$ cat config.mk
export PLATFORM = sky130hd
export DESIGN_NAME = secuenciador_mem_local_rtc_flat
export DESIGN_NICKNAME = d
export VERILOG_FILES = /design/src/rtl/secuenciador_mem_local_rtc_pkg.sv /design/src/rtl/secuenciador_mem_local_rtc_if.sv /design/src/rtl/secuenciador_mem_local_rtc_traductor.sv /design/src/rtl/secuenciador_mem_local_rtc.sv /design/src/flat_wrapper.sv
export SDC_FILE = /design/constraint.sdc
export NUM_CORES = 1
export LEC_CHECK = 0
export ABC_AREA = 1
export CORE_MARGIN = 4
export CORE_UTILIZATION = 50
export DETAILED_ROUTE_END_ITERATION = 10
export PLACE_DENSITY = 0.9
export SKIP_LAST_GASP = 1
export SYNTH_ARGS = -nofsm -noshare
export SYNTH_HDL_FRONTEND = slang
export SYNTH_SLANG_ARGS = --single-unit
export TNS_END_PERCENT = 1
$ cat constraint.sdc
create_clock -name clk -period 2.35 [get_ports clk]
set_clock_uncertainty 0.2 [all_clocks]
set_input_delay 0.47 -clock clk [delete_from_list [all_inputs] [get_ports clk]]
set_output_delay 0.47 -clock clk [all_outputs]
set_load 0.02 [all_outputs]
$ cat src/rtl/secuenciador_mem_local_rtc_pkg.sv
// Purpose: shared types and constants for the local-memory <-> RTC sweep sequencer.
// Latency: n/a (declarations only).
// Backpressure: n/a.
// Contents: FSM state encoding, index/address types, RTC register addresses and invalid markers.
package secuenciador_mem_local_rtc_pkg;

  typedef enum logic [2:0] {
    IDLE,
    LOAD,
    REQ,
    STORE,
    FINISH
  } state_t;

  typedef logic [3:0] idx_t;
  typedef logic [7:0] rtc_addr_t;

  // Clock/calendar block of the RTC, local indices 0..6
  localparam rtc_addr_t ADDR_SEG     = 8'h21;
  localparam rtc_addr_t ADDR_MIN     = 8'h22;
  localparam rtc_addr_t ADDR_HORA    = 8'h23;
  localparam rtc_addr_t ADDR_DIA     = 8'h24;
  localparam rtc_addr_t ADDR_MES     = 8'h25;
  localparam rtc_addr_t ADDR_DIA_SEM = 8'h26;
  localparam rtc_addr_t ADDR_ANIO    = 8'h27;

  // Timer block of the RTC, local indices 7..9
  localparam rtc_addr_t ADDR_T_SEG   = 8'h41;
  localparam rtc_addr_t ADDR_T_MIN   = 8'h42;
  localparam rtc_addr_t ADDR_T_HORA  = 8'h43;

  localparam rtc_addr_t ADDR_INVALID = 8'hFF;
  localparam idx_t      IDX_INVALID  = 4'hF;

endpackage

$ cat src/rtl/secuenciador_mem_local_rtc_if.sv
// Purpose: bundles the control, local-memory and RTC-bus signals of the sweep sequencer.
// Latency: n/a (wiring only).
// Backpressure: bus_req is held until bus_done; the memory side has no stall.
// Modports: master = the sequencer, slave = control FSM + local memory + RTC bus driver.
interface secuenciador_mem_local_rtc_if;
  import secuenciador_mem_local_rtc_pkg::*;

  // control FSM side
  logic      start;
  logic      write_mode;
  idx_t      first_idx;
  idx_t      last_idx;
  logic      busy;
  logic      done;
  logic      error;

  // local register memory side
  idx_t      addr_mem_local;
  logic [7:0] mem_rd_data;
  logic      mem_we;
  logic [7:0] mem_wr_data;

  // RTC bus driver side
  rtc_addr_t addr_rtc;
  logic      bus_req;
  logic      bus_wr;
  logic [7:0] data_to_rtc;
  logic      bus_done;
  logic [7:0] data_from_rtc;

  modport master (
    input  start, write_mode, first_idx, last_idx,
    output busy, done, error,
    output addr_mem_local, mem_we, mem_wr_data,
    input  mem_rd_data,
    output addr_rtc, bus_req, bus_wr, data_to_rtc,
    input  bus_done, data_from_rtc
  );

  modport slave (
    output start, write_mode, first_idx, last_idx,
    input  busy, done, error,
    input  addr_mem_local, mem_we, mem_wr_data,
    output mem_rd_data,
    input  addr_rtc, bus_req, bus_wr, data_to_rtc,
    output bus_done, data_from_rtc
  );

endinterface

$ cat src/rtl/secuenciador_mem_local_rtc_traductor.sv
// Purpose: maps a local register-memory index to its RTC register address.
// Latency: combinational.
// Backpressure: none.
// Ports: addr_mem_local (in, 4) local index; addr_rtc (out, 8) RTC address, 8'hFF when unmapped.
module traductor_addr_mem_local_addr_rtc
  import secuenciador_mem_local_rtc_pkg::*;
(
  input  idx_t      addr_mem_local,
  output rtc_addr_t addr_rtc
);

  always_comb begin
    addr_rtc = ADDR_INVALID;
    case (addr_mem_local)
      4'd0:    addr_rtc = ADDR_SEG;
      4'd1:    addr_rtc = ADDR_MIN;
      4'd2:    addr_rtc = ADDR_HORA;
      4'd3:    addr_rtc = ADDR_DIA;
      4'd4:    addr_rtc = ADDR_MES;
      4'd5:    addr_rtc = ADDR_DIA_SEM;
      4'd6:    addr_rtc = ADDR_ANIO;
      4'd7:    addr_rtc = ADDR_T_SEG;
      4'd8:    addr_rtc = ADDR_T_MIN;
      4'd9:    addr_rtc = ADDR_T_HORA;
      default: addr_rtc = ADDR_INVALID;
    endcase
  end

endmodule

$ cat src/rtl/secuenciador_mem_local_rtc.sv
// Purpose: sweeps local indices first..last, one RTC transaction each (write: mem->RTC, read: RTC->mem).
// Latency: per register 1 + d cycles (write) or 1 + d + 1 cycles (read), d = bus_done delay.
// Backpressure: bus_req held until bus_done or TIMEOUT_CYC cycles; start ignored unless idle.
// Ports: clk, reset (sync, active high); sif (master) carries control, local-memory and RTC-bus signals.
module secuenciador_mem_local_rtc
  import secuenciador_mem_local_rtc_pkg::*;
#(
  parameter int N_REGS      = 10,
  parameter int TIMEOUT_CYC = 255
) (
  input logic                          clk,
  input logic                          reset,
  secuenciador_mem_local_rtc_if.master sif
);

  localparam int                CNT_W        = $clog2(TIMEOUT_CYC + 1);
  localparam logic [CNT_W-1:0] TIMEOUT_LAST = CNT_W'(TIMEOUT_CYC - 1);

  state_t           state;
  idx_t             idx;
  idx_t             last;
  logic             mode;
  logic [CNT_W-1:0] cnt;

  idx_t      load_idx;
  rtc_addr_t load_addr;
  logic      range_bad;
  logic      advance;

  assign range_bad = (sif.first_idx > sif.last_idx) || (int'(sif.last_idx) >= N_REGS);

  // The index for the next LOAD: first_idx when accepting a start, idx+1 when advancing.
  // Addresses are registered on the edge entering LOAD so the memory read data is ready
  // when REQ is entered.
  assign load_idx = (state == IDLE) ? sif.first_idx : idx + 4'd1;

  // A register is finished after bus_done in write mode, or after the STORE cycle in read mode.
  assign advance = ((state == REQ) && sif.bus_done && mode) || (state == STORE);

  traductor_addr_mem_local_addr_rtc u_traductor (
    .addr_mem_local (load_idx),
    .addr_rtc       (load_addr)
  );

  always_ff @(posedge clk) begin
    if (reset) begin
      state              <= IDLE;
      idx                <= IDX_INVALID;
      last               <= '0;
      mode               <= 1'b0;
      cnt                <= '0;
      sif.addr_mem_local <= IDX_INVALID;
      sif.addr_rtc       <= ADDR_INVALID;
      sif.mem_we         <= 1'b0;
      sif.mem_wr_data    <= '0;
      sif.bus_req        <= 1'b0;
      sif.bus_wr         <= 1'b0;
      sif.data_to_rtc    <= '0;
      sif.busy           <= 1'b0;
      sif.done           <= 1'b0;
      sif.error          <= 1'b0;
    end else begin
      sif.done   <= 1'b0;
      sif.mem_we <= 1'b0;

      case (state)
        IDLE: begin
          if (sif.start) begin
            sif.busy  <= 1'b1;
            sif.error <= 1'b0;
            if (range_bad) begin
              sif.error <= 1'b1;
              sif.done  <= 1'b1;
              state     <= FINISH;
            end else begin
              mode               <= sif.write_mode;
              last               <= sif.last_idx;
              idx                <= sif.first_idx;
              sif.addr_mem_local <= load_idx;
              sif.addr_rtc       <= load_addr;
              state              <= LOAD;
            end
          end
        end

        LOAD: begin
          if (mode) begin
            sif.data_to_rtc <= sif.mem_rd_data;
          end
          sif.bus_wr  <= mode;
          sif.bus_req <= 1'b1;
          cnt         <= '0;
          state       <= REQ;
        end

        REQ: begin
          if (sif.bus_done) begin
            sif.bus_req <= 1'b0;
            if (!mode) begin
              sif.mem_wr_data <= sif.data_from_rtc;
              sif.mem_we      <= 1'b1;
              state           <= STORE;
            end
          end else if (cnt == TIMEOUT_LAST) begin
            // Abort the whole sweep; remaining indices are skipped.
            sif.bus_req <= 1'b0;
            sif.error   <= 1'b1;
            sif.done    <= 1'b1;
            state       <= FINISH;
          end else begin
            cnt <= cnt + CNT_W'(1);
          end
        end

        STORE: ; // mem_we is high this cycle; the advance logic below moves on

        FINISH: begin
          sif.busy <= 1'b0;
          state    <= IDLE;
        end

        default: state <= IDLE;
      endcase

      if (advance) begin
        if (idx == last) begin
          sif.done <= 1'b1;
          state    <= FINISH;
        end else begin
          idx                <= load_idx;
          sif.addr_mem_local <= load_idx;
          sif.addr_rtc       <= load_addr;
          state              <= LOAD;
        end
      end
    end
  end

endmodule

$ cat src/flat_wrapper.sv
// flat-port wrapper written by rule: the top's interface ports become plain ports
module secuenciador_mem_local_rtc_flat import secuenciador_mem_local_rtc_pkg::*;
#(
  parameter int N_REGS      = 10,
  parameter int TIMEOUT_CYC = 255
)
  (clk, reset, sif_start, sif_write_mode, sif_first_idx, sif_last_idx, sif_busy, sif_done, sif_error, sif_addr_mem_local, sif_mem_we, sif_mem_wr_data, sif_mem_rd_data, sif_addr_rtc, sif_bus_req, sif_bus_wr, sif_data_to_rtc, sif_bus_done, sif_data_from_rtc);
  secuenciador_mem_local_rtc_if sif_i ();
  input logic clk;
  input logic reset;
  input wire logic [$bits(sif_i.start)-1:0] sif_start;
  input wire logic [$bits(sif_i.write_mode)-1:0] sif_write_mode;
  input wire logic [$bits(sif_i.first_idx)-1:0] sif_first_idx;
  input wire logic [$bits(sif_i.last_idx)-1:0] sif_last_idx;
  output wire logic [$bits(sif_i.busy)-1:0] sif_busy;
  output wire logic [$bits(sif_i.done)-1:0] sif_done;
  output wire logic [$bits(sif_i.error)-1:0] sif_error;
  output wire logic [$bits(sif_i.addr_mem_local)-1:0] sif_addr_mem_local;
  output wire logic [$bits(sif_i.mem_we)-1:0] sif_mem_we;
  output wire logic [$bits(sif_i.mem_wr_data)-1:0] sif_mem_wr_data;
  input wire logic [$bits(sif_i.mem_rd_data)-1:0] sif_mem_rd_data;
  output wire logic [$bits(sif_i.addr_rtc)-1:0] sif_addr_rtc;
  output wire logic [$bits(sif_i.bus_req)-1:0] sif_bus_req;
  output wire logic [$bits(sif_i.bus_wr)-1:0] sif_bus_wr;
  output wire logic [$bits(sif_i.data_to_rtc)-1:0] sif_data_to_rtc;
  input wire logic [$bits(sif_i.bus_done)-1:0] sif_bus_done;
  input wire logic [$bits(sif_i.data_from_rtc)-1:0] sif_data_from_rtc;
  assign sif_i.start = sif_start;
  assign sif_i.write_mode = sif_write_mode;
  assign sif_i.first_idx = sif_first_idx;
  assign sif_i.last_idx = sif_last_idx;
  assign sif_busy = sif_i.busy;
  assign sif_done = sif_i.done;
  assign sif_error = sif_i.error;
  assign sif_addr_mem_local = sif_i.addr_mem_local;
  assign sif_mem_we = sif_i.mem_we;
  assign sif_mem_wr_data = sif_i.mem_wr_data;
  assign sif_i.mem_rd_data = sif_mem_rd_data;
  assign sif_addr_rtc = sif_i.addr_rtc;
  assign sif_bus_req = sif_i.bus_req;
  assign sif_bus_wr = sif_i.bus_wr;
  assign sif_data_to_rtc = sif_i.data_to_rtc;
  assign sif_i.bus_done = sif_bus_done;
  assign sif_i.data_from_rtc = sif_data_from_rtc;
  secuenciador_mem_local_rtc #(.N_REGS(N_REGS), .TIMEOUT_CYC(TIMEOUT_CYC)) u_core (.clk(clk), .reset(reset), .sif(sif_i));
endmodule
==> results of run 1 <==
[worst max-delay path, stage by stage]
cell	delay (ns)
clkdlybuf4s50_1	0.49
inv_1	0.05
ha_1	0.30
nand2_1	0.07
inv_1	0.05
nand2_1	0.07
nand2_1	0.05
nand2_1	0.11
nand4_4	0.14
buf_4	0.22
nand3_2	0.06
nand2_1	0.05
inv_1	0.05
nand2_1	0.04
[logic make-up (layout without fill, tap and decap cells)]
| kind of cell | after synthesis | count (layout) | share of synthesized area |
|---|---|---|---|
| flops | 54 | 54 | 0.4015 |
| simple gates | 201 | 201 | 0.3383 |
| fa+ha+maj | 11 | 11 | 0.05111 |
| buf+inv | 52 | 131 | 0.07992 |
| xor+xnor | 11 | 11 | 0.03578 |
| compound gates | 47 | 47 | 0.09340 |
[power breakdown]
group / total (W) / internal [W] / switching [W] / leakage [nW]
clock network: 0.000652 / 0.000324 / 0.000328 / 0.0587
registers: 0.00101 / 0.000970 / 0.0000413 / 0.439
logic: 0.000625 / 0.000268 / 0.000357 / 1.16
[placed cells by master, fill, tap and decap left out, types with 3 or more instances in the layout]
cell type,synthesis,layout
xnor2_1,7,7
inv_2,6,5
buf_4,2,18
o21ai_2,4,4
clkdlybuf4s50_1,0,62
ha_1,11,11
clkbuf_8,0,5
nand3_1,32,32
o21ai_0,18,18
xor2_1,4,4
nand2_1,98,98
nor2_1,48,48
a21oi_1,22,22
dfxtp_1,54,54
nand2_2,6,6
nor2_4,3,3
inv_1,35,35
[worst max path at each step]
stage / to / slack (ns) / depth (start not counted) / startpoint
3_3_place_gp: u_core.sif.addr_mem_local[1] / -0.06 / 13 / sif_last_idx[3]
2_1_floorplan: u_core.sif.addr_rtc[0] / 0.51 / 11 / sif_last_idx[3]
3_5_place_dp: u_core.sif.addr_mem_local[2] / -0.18 / 13 / sif_last_idx[3]
4_1_cts: u_core.sif.addr_mem_local[2] / 0.14 / 13 / sif_last_idx[3]
5_1_grt: u_core.sif.addr_rtc[2] / 0.007 / 14 / sif_last_idx[1]
6_report: u_core.sif.addr_rtc[2] / 0.15 / 14 / sif_last_idx[3]
[stage by stage]
step | hold slack [ns] | setup TNS [ns] | power [W] | cells | util
after floorplan | 0.2561 | 0 | 0.001405 | 376 | -
after global placement | 0.2457 | -0.7118 | 0.001626 | 517 | 0.6737
after detailed placement | 0.2540 | -2.850 | 0.001645 | 517 | 0.6737
after CTS | 0.2700 | 0 | 0.002288 | 525 | 0.6962
after global routing | 0.2913 | 0 | 0.002400 | 525 | 0.6967
final | 0.2658 | 0 | 0.002288 | 525 | 0.6967
[per-layer routing]
metal / GRT usage / vias up / wire [um]
met5: 0 / - / 0
met4: 0.07095 / 0 / 116
met3: 0.04213 / 13 / 360
met2: 0.3770 / 88 / 3361
met1: 0.2729 / 1220 / 3019
li1: - / 1341 / -
[area by class of cell]
| type | count | area, um2 | share of cell area |
|---|---|---|---|
| Tap cell | 70 | 87.58 | 0.02431 |
| Clock inverter | 3 | 47.55 | 0.01319 |
| Timing Repair Buffer | 80 | 755.7 | 0.2097 |
| Sequential cell | 54 | 1081 | 0.3000 |
| Multi-Input combinational cell | 270 | 1396 | 0.3875 |
| Inverter | 43 | 166.4 | 0.04618 |
| Clock buffer | 5 | 68.82 | 0.01910 |
[sequential cells by signal, summed over array words and instances, names as in the netlist]
| name | flops |
|---|---|
| u_core.sif.addr_rtc | 8 |
| u_core.idx | 4 |
| u_core.sif.mem_we | 1 |
| u_core.state | 3 |
| u_core.sif.bus_req | 1 |
| u_core.sif.addr_mem_local | 4 |
| u_core.sif.data_to_rtc | 8 |
| u_core.sif.busy | 1 |
| u_core.mode | 1 |
| u_core.cnt | 8 |
| u_core.sif.done | 1 |
| u_core.last | 4 |
| u_core.sif.bus_wr | 1 |
| u_core.sif.error | 1 |
| u_core.sif.mem_wr_data | 8 |
==> summary.md, run 1 <==
| Metric | Value |
|---|---|
| Status | `completed` |
| Die Wd | `a little over 80 um` |
| Vias in the first global route | `roughly 2600` |
| Initial DRC count | `217` |
| Synth-to-layout area growth | `33.83%` |
| Cells after Synth | `376` |
| Asr flop ratio synth | `0` |
| Pin count of the biggest net entering global routing | `19` |
| DR WL/cell | `13.06 um` |
| Initial antenna violation count | `0` |
| N_diodes | `0` |
| Final HPWL DP | `roughly 5 mm` |
| Seq cells post-synth | `54` |
| # fillers | `404` |
| Core area | `just over 5000 um2` |
| Final Worst Setup Slack | `between 0.1 and 0.15 ns` |
| Startpoint types | `input pin` |
| Die area | `approximately 6600 um2` |
| Worst slack, placed | `-0.1846 ns` |
| Final setup vio count | `0` |
| Synth Area per Inst | `slightly above 7 um2` |
| Total number of vias | `approximately 2700` |
| Crit. End Element | `register` |
| Reg-to-Reg Start | `u_core.idx[1]` |
| DP Area | `roughly 3500 um2` |
| Slew Viols, Final | `0` |
| Final nets | `~490` |
| TritonCTS clock tree | `done` |
| GP Congestion | `approximately 0.89` |
| DR pass1 iterations | `4` |
| Most common cell in the netlist | `nand2_1` |
| # DRC | `0` |
| Yosys cell types | `33` |
| First-pass GRT wire length | `between 10 and 15 mm` |
| Antenna-violating nets left | `0` |
| Slew headroom | `0.7690` |
| Most frequent cells after synthesis | `nand2_1, dfxtp_1, nor2_1` |
| Fmax | `roughly 450 MHz` |
| Tcrit/Tclk final | `0.9372` |
| DIE HEIGHT | `~81 um` |
| Area fraction of the dominant cell type after synthesis | `0.4015` |
| Max-cap viol count | `0` |
| Clock Root Buffer | `clkbuf_8` |
| Worst-Skew Late Latency | `0.31 ns` |
| Post-CTS Resized | `0` |
| Worst ir drop on vdd | `0.3625 mV` |
| FF-to-FF setup slack | `between 0.4 and 0.5 ns` |
| Maximum clock path buffer count | `2` |
| Postcts setup bufs | `0` |
| Hold depth | `2` |
| Area leader, netlist | `dfxtp_1` |
| Leak pwr | `~1.7 nW` |
| WL final | `6.858 mm` |
| Clk slew on worst S/H paths | `0.10 ns` |
| Critical path arrival | `2.22 ns` |
| Crit Reg-Reg Endpoint | `u_core.sif.addr_rtc[0]` |
| GRT Resource Usage Total | `0.2189` |
| Largest cells by area after synthesis | `dfxtp_1, nand2_1, nor2_1, nand3_1, ha_1` |
| Hold path startpoint | `u_core.sif.bus_req` |
| Ys Warns | `0` |
| Ys flop type | `dfxtp_1` |
| Worst Max-Slew Pin Slew | `0.3443 ns` |
| FF-to-FF path depth | `11` |
| WP data required | `around 2.4 ns` |
| Crit Path Max Fanout | `9` |
| H-tree levels | `2` |
| Fin. Hold Viols | `0` |
| RSZ-0062 raised after global routing | `false` |
| Port Buf Inserts | `62` |
| Post-Syn Area | `2693 um2` |
| CP Class | `input pin to register` |
| GR Overflow Total | `0` |
| Worst hold endpoint | `u_core.sif.bus_req` |
| Syn nets | `416` |
| Seq/Total Area, Yosys | `0.4015` |
| Final min period | `approximately 2.2 ns` |
| Share of cells above drive strength 1 | `0.1209` |
| # IOs | `63` |
| Row Count | `26` |
| Initial Util | `0.5206` |
| Post-synth EDFFs | `0` |
| Vias per cell | `5.070` |
| Sink Count | `54` |
| Hold buffers post-CTS | `0` |
| Number of CTS-inserted buffers | `5` |
| Post-Layout Inst Area | `roughly 3600 um2` |
| HP Class | `register to register` |
| Power per Cell Area | `approximately 630 nW/um2` |
(Power assumes the default switching activity.)
==> run 2, diff against run 1 <==
- clock period: 2.35 -> 2.3 ns (I/O delays scaled with it)
==> run 2 against run 1 <==
Effect of this change: power increased by 1.6%; utilization increased by 0.22 points; die area unchanged; hold slack improved by 0.00070 ns; routed wire length decreased by 1.1%; highest routed layer unchanged; global-route usage about the same; worst setup slack improved by 0.011 ns; sequential share of layout area decreased by 0.093 points; register-to-register slack about the same; design area increased by 0.31%; final cell count increased by 0.38%.
==> summary.md, run 2 (synthesized netlist as in run 1, its figures left out) <==
| Metric | Value |
|---|---|
| Final HPWL DP | `5.101 mm (was 5.088 mm)` |
| Power per Cell Area | `642.9 nW/um2 (was 635.0 nW/um2)` |
| Final Worst Setup Slack | `0.1587 ns (was 0.1476 ns)` |
| Register area | `1081 um2 (unchanged)` |
| Antenna-violating nets left | `0 (unchanged)` |
| Initial Util | `0.5206 (unchanged)` |
| # DRC | `0 (unchanged)` |
| Number of CTS-inserted buffers | `5 (unchanged)` |
| Row Count | `26 (unchanged)` |
| Fmax | `roughly 470 MHz` |
| Worst ir drop on vdd | `0.4145 mV (was 0.3625 mV)` |
| Overall power | `0.002324 W (was 0.002288 W)` |
| GP Congestion | `0.8786 (was 0.8874)` |
| Vias in the first global route | `2689 (was 2612)` |
| Share of cells above drive strength 1 | `0.1247 (was 0.1209)` |
| Worst-Skew Late Latency | `0.31 ns (about the same)` |
| Pin count of the biggest net entering global routing | `18 (was 19)` |
| Hold buffers post-CTS | `0 (unchanged)` |
| Final nets | `496 (was 494)` |
| Slew headroom | `0.8058 (was 0.7690)` |
| Slew Viols, Final | `0 (unchanged)` |
| WP data required | `2.32 ns (was 2.37 ns)` |
| Total number of vias | `2663 (was 2662)` |
| Vias per cell | `5.053 (was 5.070)` |
| Final setup vio count | `0 (unchanged)` |
| Post-Layout Inst Area | `3615 um2 (was 3603 um2)` |
| Initial antenna violation count | `0 (unchanged)` |
| Critical path arrival | `2.16 ns (was 2.22 ns)` |
| Startpoint types | `input pin (unchanged)` |
| HP Class | `register to register (unchanged)` |
| Clock Root Buffer | `clkbuf_8 (unchanged)` |
| Status | `completed (unchanged)` |
| H-tree levels | `2 (unchanged)` |
| Non-Filler Instances | `527 (was 525)` |
| Sink Count | `54 (unchanged)` |
| Crit Path Max Fanout | `9 (unchanged)` |
| Worst slack, placed | `-0.1812 ns (was -0.1846 ns)` |
| Crit. End Element | `register (unchanged)` |
| Clk slew on worst S/H paths | `0.10 ns (about the same)` |
| TritonCTS clock tree | `done (unchanged)` |
| Port Buf Inserts | `62 (unchanged)` |
| Core area | `5172 um2 (unchanged)` |
| Worst Max-Slew Pin Slew | `0.2894 ns (was 0.3443 ns)` |
| First-pass GRT wire length | `11.41 mm (was 11.47 mm)` |
| Leak pwr | `1.670 nW (was 1.661 nW)` |
| CP Class | `input pin to register (unchanged)` |
| # IOs | `63 (unchanged)` |
| Placed insts | `519 (was 517)` |
| Postcts setup bufs | `0 (unchanged)` |
| Initial DRC count | `177 (was 217)` |
| Post-CTS Resized | `0 (unchanged)` |
| Maximum clock path buffer count | `2 (unchanged)` |
| Die area | `6624 um2 (unchanged)` |
| # fillers | `389 (was 404)` |
| N_diodes | `0 (unchanged)` |
| Die Wd | `81.39 um (unchanged)` |
| WL final | `6.782 mm (was 6.858 mm)` |
| Final min period | `around 2.1 ns` |
| DP Area | `3500 um2 (was 3485 um2)` |
| Fin. Hold Viols | `0 (unchanged)` |
| DIE HEIGHT | `81.39 um (unchanged)` |
| Commonest non-fill, non-tap cell in the layout | `nand2_1 (unchanged)` |
| Tcrit/Tclk final | `0.9310` |
| GR Overflow Total | `0 (unchanged)` |
| Max-cap viol count | `0 (unchanged)` |
| GRT Resource Usage Total | `0.2186 (was 0.2189)` |
| DR pass1 iterations | `4 (unchanged)` |
| Multi-input logic area | `1396 um2 (unchanged)` |
| DR WL/cell | `12.87 um (was 13.06 um)` |
| Most frequent cells in the layout | `nand2_1, clkdlybuf4s50_1, dfxtp_1 (unchanged)` |
| RSZ-0062 raised after global routing | `true (was false)` |
| Synth-to-layout area growth | `34.25% (was 33.83%)` |
-- run 2: worst max-delay path: stages --
cell and delay [ns]:
clkdlybuf4s50_1 0.48, inv_1 0.05, ha_1 0.30, nand2_1 0.07, inv_1 0.05, nand2_1 0.06
nand2_1 0.04, nand2_1 0.11, nand4_4 0.14, buf_4 0.21, nand3_2 0.06, nand2_1 0.05
inv_1 0.05, nand2_1 0.04
-- run 2: through the flow --
stage,hold slack (ns),TNS [ns],utilization
final,0.2665,0,0.6988
after global placement,0.2457,-1.513,0.6766
after CTS,0.2695,0,0.6984
after floorplan,0.2561,0,-
after detailed placement,0.2541,-3.019,0.6766
after global routing,0.2900,-0.01676,0.6988
-- run 2: power by group --
group / internal (W) / switching (W)
sequential: 0.000991 / 0.0000418
clock: 0.000327 / 0.000320
combinational: 0.000279 / 0.000366
-- run 2: worst paths after layout --
kind | startpoint | end | slack (ns) | cells after the start
hold / removal | u_core.sif.bus_req | u_core.sif.bus_req | 0.27 | 2
setup / recovery | sif_last_idx[3] | u_core.sif.addr_rtc[2] | 0.16 | 14
hold reg to reg | u_core.sif.bus_req | u_core.sif.bus_req | 0.27 | 2
setup reg to reg | u_core.state[1] | u_core.sif.addr_rtc[1] | 0.43 | 11
-- run 2: final cells by class --
cell class / count / area share
tap: 70 / 0.02423
clock inverter: 3 / 0.01211
timing repair buffer: 82 / 0.2132
sequential: 54 / 0.2991
inverter: 43 / 0.04604
multi-input combinational: 270 / 0.3863
clock buffer: 5 / 0.01904
-- run 2: layer usage --
| metal | share of wire | wire length, um | track usage | up-vias |
|---|---|---|---|---|
| li1 | - | - | - | 1345 |
| met1 | 0.43 | 2899 | 0.2583 | 1202 |
| met2 | 0.48 | 3281 | 0.3746 | 100 |
| met3 | 0.064 | 435 | 0.04767 | 16 |
| met4 | 0.025 | 167 | 0.1014 | 0 |
| met5 | 0 | 0 | 0 | - |
==> run 3, diff against run 2 <==
- CTS_CLUSTER_SIZE: unset -> 8
==> results of run 3 <==
The final DEF is identical to that of run 2; final timing and power are the same.
